===== src/rtl/seq_pkg.sv =====
// Shared types for the note sequencer: song entry layout, FSM states and width constants.
// DEFAULT_TUNE is the built-in song used when no SONG parameter is supplied.
package seq_pkg;

    localparam int TONE_W  = 10;
    localparam int BEATS_W = 4;
    localparam int ENTRY_W = TONE_W + BEATS_W + 1;

    typedef struct packed {
        logic [TONE_W-1:0]  tone;
        logic [BEATS_W-1:0] beats;
        logic               last;
    } entry_t;

    typedef enum logic [2:0] {
        S_IDLE  = 3'd0,
        S_FETCH = 3'd1,
        S_LOAD  = 3'd2,
        S_PLAY  = 3'd3,
        S_GAP   = 3'd4
    } state_t;

    // Entry 0 occupies the least significant bits; the top entry carries the last flag.
    localparam logic [8*ENTRY_W-1:0] DEFAULT_TUNE = {
        10'd523, 4'd2, 1'b1,
        10'd494, 4'd1, 1'b0,
        10'd440, 4'd1, 1'b0,
        10'd392, 4'd1, 1'b0,
        10'd349, 4'd1, 1'b0,
        10'd330, 4'd1, 1'b0,
        10'd294, 4'd1, 1'b0,
        10'd262, 4'd1, 1'b0
    };

endpackage


===== src/rtl/song_rom.sv =====
// Synchronous song ROM: the entry at addr_in appears on data_out one clock later.
// Contents come from the flat SONG vector, entry i at bits [i*ENTRY_W +: ENTRY_W].
module song_rom
    import seq_pkg::*;
#(
    parameter int ROM_DEPTH = 64,
    parameter int ADDR_W    = (ROM_DEPTH > 1) ? $clog2(ROM_DEPTH) : 1,
    parameter logic [ROM_DEPTH*ENTRY_W-1:0] SONG = '0
) (
    input  logic                clk_in,
    input  logic                rst_n_in,
    input  logic [ADDR_W-1:0]   addr_in,
    output logic [ENTRY_W-1:0]  data_out
);

    logic [ENTRY_W-1:0] w_mem [ROM_DEPTH];
    logic [ENTRY_W-1:0] r_data;

    for (genvar g = 0; g < ROM_DEPTH; g++) begin : g_mem
        assign w_mem[g] = SONG[g*ENTRY_W +: ENTRY_W];
    end

    always_ff @(posedge clk_in or negedge rst_n_in) begin
        if (!rst_n_in) begin
            r_data <= '0;
        end else begin
            r_data <= w_mem[addr_in];
        end
    end

    assign data_out = r_data;

endmodule


===== src/rtl/note_sequencer.sv =====
// Song sequencer: walks the song ROM, driving an oscillator's tone index and sample-step
// pulse, with per-note beat timing, an optional silent gap after each note and looping.
module note_sequencer
    import seq_pkg::*;
#(
    parameter int STEP_DIV   = 2083,
    parameter int BEAT_STEPS = 6000,
    parameter int GAP_STEPS  = 480,
    parameter int ROM_DEPTH  = 64,
    parameter int IDX_W      = (ROM_DEPTH > 1) ? $clog2(ROM_DEPTH) : 1,
    parameter logic [ROM_DEPTH*ENTRY_W-1:0] SONG = (ROM_DEPTH*ENTRY_W)'(DEFAULT_TUNE)
) (
    input  logic              clk_in,
    input  logic              rst_n_in,
    input  logic              start_in,
    input  logic              stop_in,
    input  logic              loop_in,
    output logic              step_out,
    output logic [TONE_W-1:0] tone_out,
    output logic              gate_out,
    output logic              busy_out,
    output logic              done_out,
    output logic [IDX_W-1:0]  note_idx_out,
    output logic [2:0]        dbg_state_out
);

    localparam int DIV_W     = (STEP_DIV > 1) ? $clog2(STEP_DIV) : 1;
    localparam int MAX_COUNT = (16*BEAT_STEPS > GAP_STEPS) ? 16*BEAT_STEPS : GAP_STEPS;
    localparam int CNT_W     = $clog2(MAX_COUNT + 1);

    localparam logic [DIV_W-1:0] DIV_LAST = DIV_W'(STEP_DIV - 1);
    localparam logic [CNT_W-1:0] GAP_LAST = CNT_W'((GAP_STEPS > 0) ? GAP_STEPS - 1 : 0);
    localparam logic [IDX_W-1:0] IDX_LAST = IDX_W'(ROM_DEPTH - 1);

    // Index of the final step pulse of a note; a beats field of zero means 16 beats.
    function automatic logic [CNT_W-1:0] play_last(input logic [BEATS_W-1:0] beats);
        logic [BEATS_W:0] eff;
        eff = (beats == '0) ? (BEATS_W+1)'(16) : {1'b0, beats};
        return CNT_W'(eff * BEAT_STEPS - 1);
    endfunction

    state_t              r_state;
    logic [DIV_W-1:0]    r_div;
    logic                r_step;
    logic [CNT_W-1:0]    r_cnt;
    logic [CNT_W-1:0]    r_play_last;
    logic                r_last;
    logic [IDX_W-1:0]    r_idx;
    logic [TONE_W-1:0]   r_tone;
    logic                r_gate;
    logic                r_busy;
    logic                r_done;

    logic [DIV_W-1:0]    w_div_next;
    logic [ENTRY_W-1:0]  w_rom_data;
    entry_t              w_rom;
    logic                w_adv;
    logic                w_wrap;

    song_rom #(
        .ROM_DEPTH (ROM_DEPTH),
        .ADDR_W    (IDX_W),
        .SONG      (SONG)
    ) u_rom (
        .clk_in   (clk_in),
        .rst_n_in (rst_n_in),
        .addr_in  (r_idx),
        .data_out (w_rom_data)
    );

    assign w_rom      = entry_t'(w_rom_data);
    assign w_div_next = (r_div == DIV_LAST) ? '0 : r_div + 1'b1;

    // r_step mirrors "divider == STEP_DIV-1", so it doubles as the counting strobe.
    assign w_adv  = r_step &&
                    (((r_state == S_PLAY) && (r_cnt == r_play_last) && (GAP_STEPS == 0)) ||
                     ((r_state == S_GAP)  && (r_cnt == GAP_LAST)));
    assign w_wrap = r_last || (r_idx == IDX_LAST);

    always_ff @(posedge clk_in or negedge rst_n_in) begin
        if (!rst_n_in) begin
            r_div  <= '0;
            r_step <= 1'b0;
        end else begin
            r_div  <= w_div_next;
            r_step <= (w_div_next == DIV_LAST);
        end
    end

    always_ff @(posedge clk_in or negedge rst_n_in) begin
        if (!rst_n_in) begin
            r_state     <= S_IDLE;
            r_cnt       <= '0;
            r_play_last <= '0;
            r_last      <= 1'b0;
            r_idx       <= '0;
            r_tone      <= '0;
            r_gate      <= 1'b0;
            r_busy      <= 1'b0;
            r_done      <= 1'b0;
        end else begin
            r_done <= 1'b0;
            if ((r_state != S_IDLE) && stop_in) begin
                r_state <= S_IDLE;
                r_cnt   <= '0;
                r_idx   <= '0;
                r_tone  <= '0;
                r_gate  <= 1'b0;
                r_busy  <= 1'b0;
            end else begin
                case (r_state)
                    S_IDLE: begin
                        if (start_in && !stop_in) begin
                            r_state <= S_FETCH;
                            r_idx   <= '0;
                            r_busy  <= 1'b1;
                        end
                    end
                    S_FETCH: begin
                        r_state <= S_LOAD;
                    end
                    S_LOAD: begin
                        r_tone      <= w_rom.tone;
                        r_gate      <= (w_rom.tone != '0);
                        r_last      <= w_rom.last;
                        r_play_last <= play_last(w_rom.beats);
                        r_cnt       <= '0;
                        r_state     <= S_PLAY;
                    end
                    S_PLAY: begin
                        if (r_step) begin
                            if (r_cnt == r_play_last) begin
                                r_cnt   <= '0;
                                r_gate  <= 1'b0;
                                r_state <= S_GAP;
                            end else begin
                                r_cnt <= r_cnt + 1'b1;
                            end
                        end
                    end
                    S_GAP: begin
                        if (r_step) begin
                            r_cnt <= (r_cnt == GAP_LAST) ? '0 : r_cnt + 1'b1;
                        end
                    end
                    default: begin
                        r_state <= S_IDLE;
                    end
                endcase

                // Advance decision overrides whatever the note/gap branch chose above.
                if (w_adv) begin
                    if (!w_wrap) begin
                        r_idx   <= r_idx + 1'b1;
                        r_state <= S_FETCH;
                    end else if (loop_in) begin
                        r_idx   <= '0;
                        r_state <= S_FETCH;
                    end else begin
                        r_idx   <= '0;
                        r_tone  <= '0;
                        r_gate  <= 1'b0;
                        r_busy  <= 1'b0;
                        r_done  <= 1'b1;
                        r_state <= S_IDLE;
                    end
                end
            end
        end
    end

    assign step_out      = r_step;
    assign tone_out      = r_tone;
    assign gate_out      = r_gate;
    assign busy_out      = r_busy;
    assign done_out      = r_done;
    assign note_idx_out  = r_idx;
    assign dbg_state_out = r_state;

endmodule


===== config.mk =====
export PLATFORM = sky130hd
export DESIGN_NAME = note_sequencer
export DESIGN_NICKNAME = d
export VERILOG_FILES = /design/src/rtl/seq_pkg.sv /design/src/rtl/song_rom.sv /design/src/rtl/note_sequencer.sv
export SDC_FILE = /design/constraint.sdc
export NUM_CORES = 1
export LEC_CHECK = 0
export CORE_UTILIZATION = 45
export DETAILED_ROUTE_END_ITERATION = 12
export GPL_ROUTABILITY_DRIVEN = 0
export HOLD_SLACK_MARGIN = 0.08
export PLACE_DENSITY = 0.71
export SLEW_MARGIN = 25
export SYNTH_ARGS = -nofsm -noshare
export SYNTH_HDL_FRONTEND = slang
export SYNTH_SLANG_ARGS = --single-unit
export TNS_END_PERCENT = 50

===== constraint.sdc =====
create_clock -name clk_in -period 3.2 [get_ports clk_in]
set_input_delay 0.32 -clock clk_in [delete_from_list [all_inputs] [get_ports clk_in]]
set_output_delay 0.32 -clock clk_in [all_outputs]
set_load 0.02 [all_outputs]

==> reports/results.ini, run 1 <==
[grt]
grt_remaining_overflow = 0
grt_pass1_wl_um = 14600
grt_use_total = 0.190
grt_max_degree = 76
antenna_found_initial = 0
grt_pass1_vias = 3015

[finish]
area_delta_synth_final_pct = 15.3
postLayoutCellArea_um2 = 4650
layout-drive-gt1-share = 0.0958
fin_cells = 557
diodes = 0
final_nets = 467

[sta]
finalMaxSlewViolations = 0
rsz0062_at_grt = no
hold_viol_final = 0
fin_ws_ns = 0.811
fin_crit_sh = 0.746
setup_tns_ns = 0
worst-slew-pin-transition_ns = 0.720
setup_viol = 0
fin_skew_ns = 0.0124
max_slew_margin = 0.517
fin_crit_ns = 2.39
fmax_ghz = 0.419

[logic_synthesis]
syn-num-nets = 439
async_flop_share = 1.00
yosysWarnings = 0
netlist_area_um2 = 4040
syn_inst = 416
synthDistinctLibCells = 59
yosysSeqAreaShare = 0.465
synth_seq_cells = 75
synth_edf_count = 0
synth_area_per_cell_um2 = 9.70
ys.flop_type = dfrtp_1

[die]
rows = 34
fp.coreArea_um2 = 8720
io_pins = 28
initial_utilization = 0.463
die_h_um = 96.7
dieArea_um2 = 9350
die_w_um = 96.7

[critical_path]
worst_ep_required_time_ns = 3.39
cp-start-kind = flip-flop
reg2regPathDepth = 6
path_max_fanout = 10
max_stage_delay_ns = 0.60
r2r_slack_ns = 0.81
reg2reg_to = tone_out[4]
arrival_ns = 2.58
cp-startpoint = r_cnt[0]
slowest_stage = o31ai_2
crit_type = reg -> reg
crit_path_end_kind = flip-flop
r2r-start = r_cnt[0]
cp_cell_sequence = ha_1 -> and4_4 -> nand4_4 -> or3_4 -> o31ai_2 -> a21oi_1

[routing]
firstDrtPassIters = 5
drt-total-wl_um = 8330
dr_total_vias = 3066
ant_nets = 0
drc = 0
wire_per_inst_um = 14.9
avgViaCountPerCell = 5.50
dr.first_iter.drc_count = 120

[placement]
placed_cell_area_um2 = 4400
hpwlAfterDp_um = 5800
io_buffers = 27
preCtsSetupSlack_ns = 0.827
dp_cells = 540

[power]
p_total_uw = 2640
powerDensity_nw_per_um2 = 568
p_leak_uw = 0.00208
peakVddDrop_v = 0.000213

[clock_network]
clk_path_buf_depth = 2
h-tree-depth = 3
clock_latency_ns = 0.35
clk_pin_slew_ns = 0.08
clkSinkCount = 75
root_buffer = clkbuf_8
cts_tree = done
cts_setup_buffers = 0
cts_buffers = 9

[flow_run]
maxCapViolCount = 0

[worst_hold_path]
whs_endpoint = r_play_last[3]
whs_path_depth = 2
worstHoldPathType = reg -> reg
hp-start = r_play_last[3]

[outcome]
outcome = finished clean

[routing by layer]
| layer | track usage | vias up | wire length (um) |
|---|---|---|---|
| li1 | - | 1518 | - |
| met1 | 0.267 | 1485 | 4100 |
| met2 | 0.296 | 50 | 3870 |
| met3 | 0.0390 | 13 | 248 |
| met4 | 0.0608 | 0 | 111 |
| met5 | 0 | - | 0 |
[worst max-delay path, delay by kind of cell (launching register included)]
family	cells	cell delay (ns)
AO/OA/AOI/OAI	2	0.69
adder cells (fa/ha/maj)	1	0.25
flip-flops	1	0.45
AND/OR/NAND/NOR	3	0.85
[report_power, final]
part | total, uW | internal, uW | switching (uW)
combinational | 633 | 245 | 387
sequential | 1150 | 1040 | 109
clock | 863 | 516 | 347
total | 2640 | 1800 | 843
[per-stage QoR]
stage                     hold slack [ns]   util
after floorplan                    0.0244      -
after global placement              0.461  0.505
after detailed placement            0.460  0.505
after CTS                           0.140  0.532
after global routing                0.519  0.534
final                               0.473  0.534
[final cells by class]
class | instances | area, um2
clock buffer | 9 | 124
clock inverter | 7 | 116
fill | 784 | 4070
inverter | 14 | 52.6
multi-input combinational | 312 | 2040
sequential | 75 | 1880
tap | 108 | 135
timing repair buffer | 32 | 312
[repair_timing]
| item | CTS | global route |
|---|---|---|
| endpoints found under the hold margin | 0 | 75 |
| resized for setup | 0 | 0 |
| hold buffers | 0 | 1 |
[cells in the final DEF, fill, tap and decap left out, types with 13 or more instances in the layout]
cell / Yosys / final
a21oi_1: 15 / 15
clkdlybuf4s50_1: 0 / 26
dfrtp_1: 75 / 75
ha_1: 18 / 18
inv_1: 14 / 14
nand2_1: 55 / 55
nand3_1: 13 / 13
nor2_1: 32 / 32
nor3_1: 13 / 13
o21ai_0: 20 / 20
xor2_1: 26 / 26
[Yosys cell counts (4+ instances only)]
cell type,number,share of area
inv_1,14,0.013
nor3_1,13,0.016
dfrtp_1,75,0.46
o2111ai_1,8,0.017
nor4_1,6,0.0093
and3_1,6,0.0093
a21oi_1,15,0.019
xor2_1,26,0.056
clkbuf_1,10,0.0093
xnor2_1,10,0.022
nand3_1,13,0.016
nor2_1,32,0.030
or3_1,7,0.011
nand4_1,4,0.0062
ha_1,18,0.056
nand2_1,55,0.051
o211ai_1,4,0.0074
nor2_2,10,0.015
and2_1,5,0.0077
nand2b_1,4,0.0062
o31a_1,4,0.0087
o21ai_0,20,0.025
[registers in the layout, indices dropped and copies added (netlist names)]
name / cells
busy_out: 1
dbg_state_out: 3
done_out: 1
gate_out: 1
note_idx_out: 6
r_cnt: 17
r_div: 12
r_last: 1
r_play_last: 12
step_out: 1
tone_out: 10
u_rom.data_out: 10
[cell families (layout without fill, tap and decap cells)]
family	count (synthesis)	count (layout)	share of synthesized area
and+or+nand+nor	178	178	0.231
AOI/OAI and AO/OA	77	77	0.133
DFF	75	75	0.465
xor gates and xnor gates	36	36	0.0781
buffers and inverters	29	62	0.0301
adders and majority gates	18	18	0.0558
muxes	3	3	0.00744
[worst max-delay path by stage]
stage / endpoint / slack (ns)
after floorplan: dbg_state_out[0] / 1.12
after detailed placement: note_idx_out[0] / 0.83
after global routing: tone_out[3] / 0.63
after global placement: note_idx_out[1] / 0.81
final: tone_out[4] / 0.81
after CTS: tone_out[4] / 0.82
Power figures use the tool's default switching activity.
==> run 2: changes to the inputs <==
Clock period 3.2 ns to 2.2 ns, I/O delays scaled along.
==> reports/results.ini, run 2 (synthesis results as in run 1) <==
[sta]
finalMaxSlewViolations = 0
setup_viol = 0
worst-slew-pin-transition_ns = 0.542
rsz0062_at_grt = no
fin_skew_ns = 0.00864
hold_viol_final = 0
fmax_ghz = 0.474
max_slew_margin = 0.639
fin_ws_ns = 0.0895
fin_crit_ns = 2.11
fin_crit_sh = 0.959

[finish]
final_common_cell = dfrtp_1
area_delta_synth_final_pct = 19.0
top_regs = r_cnt (17), r_div (12), r_play_last (12)
register_area_um2 = 1880
layout-drive-gt1-share = 0.146
diodes = 0
final_cell_mix = dfrtp_1 (75), nand2_1 (55), nor2_1 (32)
largest_reg_flops = 17
regMostFlops = r_cnt
final_nets = 490
multi_input_area_um2 = 2060
fillers = 761

[clock_network]
cts_buffers = 9
clk_pin_slew_ns = 0.09
cts_tree = done
clkSinkCount = 75
clk_path_buf_depth = 2
clock_latency_ns = 0.35
root_buffer = clkbuf_8
h-tree-depth = 3

[power]
pwr-share-comb = 0.286
powerDensity_nw_per_um2 = 772
swShare = 0.357
power_switching_uw = 1320
pwr-share-clk = 0.267
p_total_uw = 3710
p_leak_uw = 0.00218
power_frac_seq = 0.447
peakVddDrop_v = 0.000352
intPower_uw = 2380

[die]
io_pins = 28
die_h_um = 96.7
initial_utilization = 0.463
fp.coreArea_um2 = 8720
die_w_um = 96.7
rows = 34
dieArea_um2 = 9350

[critical_path]
worst_ep_required_time_ns = 2.45
path_max_fanout = 9
cpMostUsedCell = or3_4
crit_path_end_kind = flip-flop
r2r_slack_ns = 0.09
cp-start-kind = flip-flop
reg2regPathDepth = 4
r2r-start = dbg_state_out[1]
arrival_ns = 2.36
reg2reg_to = dbg_state_out[0]
slowest_stage = or3_4
crit_type = reg -> reg
cp_cell_sequence = nand4bb_1 -> or3_4 -> or3_4 -> a32o_1
max_stage_delay_ns = 0.50

[worst_hold_path]
worstHoldPathType = in -> async

[routing]
dr_total_vias = 3217
firstDrtPassIters = 4
drc = 0
avgViaCountPerCell = 5.55
ant_nets = 0
dr.first_iter.drc_count = 182
drt-total-wl_um = 9000
wire_per_inst_um = 15.5

[grt]
grt_pass1_wl_um = 15000
grt_pass1_vias = 3163
grt_remaining_overflow = 0
grt_use_total = 0.200
antenna_found_initial = 0
grt_max_degree = 41

[placement]
preCtsSetupSlack_ns = -0.0909
io_buffers = 27
hpwlAfterDp_um = 6420

[flow_run]
maxCapViolCount = 0

[outcome]
outcome = finished clean

-- run 2: area by class of cell --
class,count,share of cell area
flip-flops and latches,75,0.391
multi-input cells,312,0.430
clock buffers,9,0.0258
inverters,14,0.0109
well taps,108,0.0281
repair buffers,55,0.103
clock inverters,7,0.0117
-- run 2: through the flow --
| step | setup TNS, ns | hold WS, ns | util | instances | cell area, um2 |
|---|---|---|---|---|---|
| final | 0 | 0.385 | 0.551 | 580 | 4800 |
| after global routing | 0 | 0.420 | 0.551 | 580 | 4800 |
| after CTS | 0 | 0.393 | 0.548 | 580 | 4780 |
| after detailed placement | -0.419 | 0.242 | 0.526 | 563 | 4590 |
| after global placement | -0.292 | 0.234 | 0.526 | 563 | 4590 |
| after floorplan | 0 | -0.0756 | - | 416 | 4040 |
-- run 2: how the worst max path moves through the flow --
stage,from,end,depth (start not counted)
3_3_place_gp,r_cnt[0],note_idx_out[3],8
4_1_cts,r_cnt[0],note_idx_out[3],8
5_1_grt,dbg_state_out[1],dbg_state_out[0],4
3_5_place_dp,r_cnt[0],note_idx_out[3],8
6_report,dbg_state_out[1],dbg_state_out[0],4
2_1_floorplan,r_cnt[0],dbg_state_out[0],6
-- run 2: metal layers --
| layer | GRT usage | vias up | share of wire | wire [um] |
|---|---|---|---|---|
| li1 | - | 1567 | - | - |
| met1 | 0.259 | 1572 | 0.46 | 4110 |
| met2 | 0.325 | 63 | 0.49 | 4380 |
| met3 | 0.0470 | 15 | 0.041 | 369 |
| met4 | 0.0769 | 0 | 0.015 | 139 |
| met5 | 0 | - | 0 | 0 |
-- run 2: worst max-delay path: cells and delay by family, from the launching register on --
kind,cells,cell delay [ns]
AOI/OAI and AO/OA,1,0.25
and+or+nand+nor,3,1.28
DFF,1,0.48
-- run 2: power by group through the flow --
stage	clock network (uW)	logic [uW]	registers (uW)
3_3_place_gp	0	1010	1670
4_1_cts	1020	1040	1660
2_1_floorplan	0	568	1710
5_1_grt	1080	1160	1680
3_5_place_dp	0	1030	1680
6_report	989	1060	1660
-- run 2: timing repair --
action,4_1_cts,5_1_grt
hold endpoints to repair,39,0
setup buffers,0,0
hold buffers,1,0
setup endpoints to repair,5,15
gates resized for setup,1,4
==> run 3: changes to the inputs <==
Settings changed: REMOVE_ABC_BUFFERS from default to 1.
==> reports/results.ini, run 3 (synthesis results as in run 1) <==
[sta]
fin_crit_sh = 0.949
hold_viol_final = 0
fin_ws_ns = 0.112
setup_viol = 0
finalMaxSlewViolations = 0
fin_crit_ns = 2.09
max_slew_margin = 0.548
rsz0062_at_grt = no
fmax_ghz = 0.479
worst-slew-pin-transition_ns = 0.675
fin_skew_ns = 0.0103

[finish]
layout-drive-gt1-share = 0.133
fillers = 776
regMostFlops = r_cnt
top_regs = r_cnt (17), r_div (12), r_play_last (12)
multi_input_area_um2 = 2050
final_common_cell = dfrtp_1
final_cell_mix = dfrtp_1 (74), nand2_1 (55), nor2_1 (32)
final_nets = 484
register_area_um2 = 1880
area_delta_synth_final_pct = 18.8
largest_reg_flops = 17
diodes = 0

[power]
p_leak_uw = 0.00216
powerDensity_nw_per_um2 = 811
peakVddDrop_v = 0.000365
p_total_uw = 3890

[critical_path]
r2r-start = r_cnt[1]
arrival_ns = 2.32
cp-start-kind = flip-flop
path_max_fanout = 5
crit_path_end_kind = flip-flop
crit_type = reg -> reg
worst_ep_required_time_ns = 2.43
cp-startpoint = r_cnt[1]

[routing]
dr_total_vias = 3140
met2_length_um = 4130
drc = 0
wl_met3_um = 264
avgViaCountPerCell = 5.47
ant_nets = 0
dr.first_iter.drc_count = 123
wire_per_inst_um = 15.0
drt-met1-wl_um = 4180
dr.max_layer_used = met4
drt-total-wl_um = 8610
firstDrtPassIters = 4

[die]
die_h_um = 96.7
fp.coreArea_um2 = 8720
io_pins = 28
initial_utilization = 0.463
die_w_um = 96.7
dieArea_um2 = 9350
rows = 34

[clock_network]
clock_latency_ns = 0.34
clk_pin_slew_ns = 0.08
clkSinkCount = 75
cts_tree = done
cts_buffers = 9
root_buffer = clkbuf_8
h-tree-depth = 3
clk_path_buf_depth = 2

[grt]
grt_pass1_wl_um = 14800
antenna_found_initial = 0
grt_max_degree = 76
grt_use_total = 0.194
grt_pass1_vias = 3079
grt_remaining_overflow = 0

[placement]
hpwlAfterDp_um = 6150
io_buffers = 27
preCtsSetupSlack_ns = 0.101

[worst_hold_path]
worstHoldPathType = in -> async

[outcome]
outcome = finished clean

[flow_run]
maxCapViolCount = 0

==> run 3: cell count changes in the layout (fill, tap and decap cells not counted), moves of 2 or more <==
| cell | change |
|---|---|
| clkbuf_8 | +2 |
| inv_6 | -3 |
| buf_4 | -7 |
| bufinv_16 | +2 |
==> run 3: metal layers <==
| layer | vias to the layer above | track usage |
|---|---|---|
| met5 | - | 0 |
| met4 | 0 | 0.0402 |
| met3 | 5 | 0.0419 |
| met2 | 45 | 0.320 |
| met1 | 1528 | 0.265 |
| li1 | 1562 | - |
==> run 3: power breakdown <==
part	internal [uW]	switching [uW]	leakage [uW]	total (uW)
clock	700	488	0.000113	1190
combinational	449	599	0.00108	1050
sequential	1510	142	0.000975	1650
==> run 3: critical path, stage by stage, from the launching register on <==
cell and delay (ns):
dfrtp_1 0.42, ha_1 0.20, and4_4 0.26, nand4_4 0.11
or3_4 0.39, or3_4 0.35, a32o_1 0.25
==> run 3: stage by stage <==
step,hold slack [ns],instances,util,area (um2),TNS [ns]
detailed placement,0.427,557,0.521,4540,0
global route,0.503,574,0.550,4790,0
global placement,0.420,557,0.521,4540,0
CTS,0.501,574,0.548,4780,0
floorplan,-0.0756,401,-,3970,-3.19
finish,0.456,574,0.550,4790,0
==> run 3: final cells by class <==
cell class,instances,share of cell area
timing repair buffer,49,0.0942
clock buffer,12,0.0324
tap,108,0.0282
clock inverter,4,0.0151
multi-input combinational,312,0.427
inverter,14,0.0110
sequential,75,0.392
==> run 3: final timing paths <==
check,to,slack [ns],cells after the start
max,dbg_state_out[0],0.11,6
min,r_cnt[5],0.46,2
max reg2reg,dbg_state_out[0],0.11,6
min reg2reg,r_play_last[8],0.50,2
max in group asynchronous,r_cnt[0],1.28,2
min in group clk_in,r_play_last[8],0.50,2
==> run 3: repair_timing <==
| item | CTS | global route |
|---|---|---|
| setup endpoints to repair | 0 | 20 |
| setup buffers | 0 | 0 |
| resized for setup | 0 | 4 |
| hold buffers | 1 | 0 |
| hold endpoints to repair | 75 | 0 |
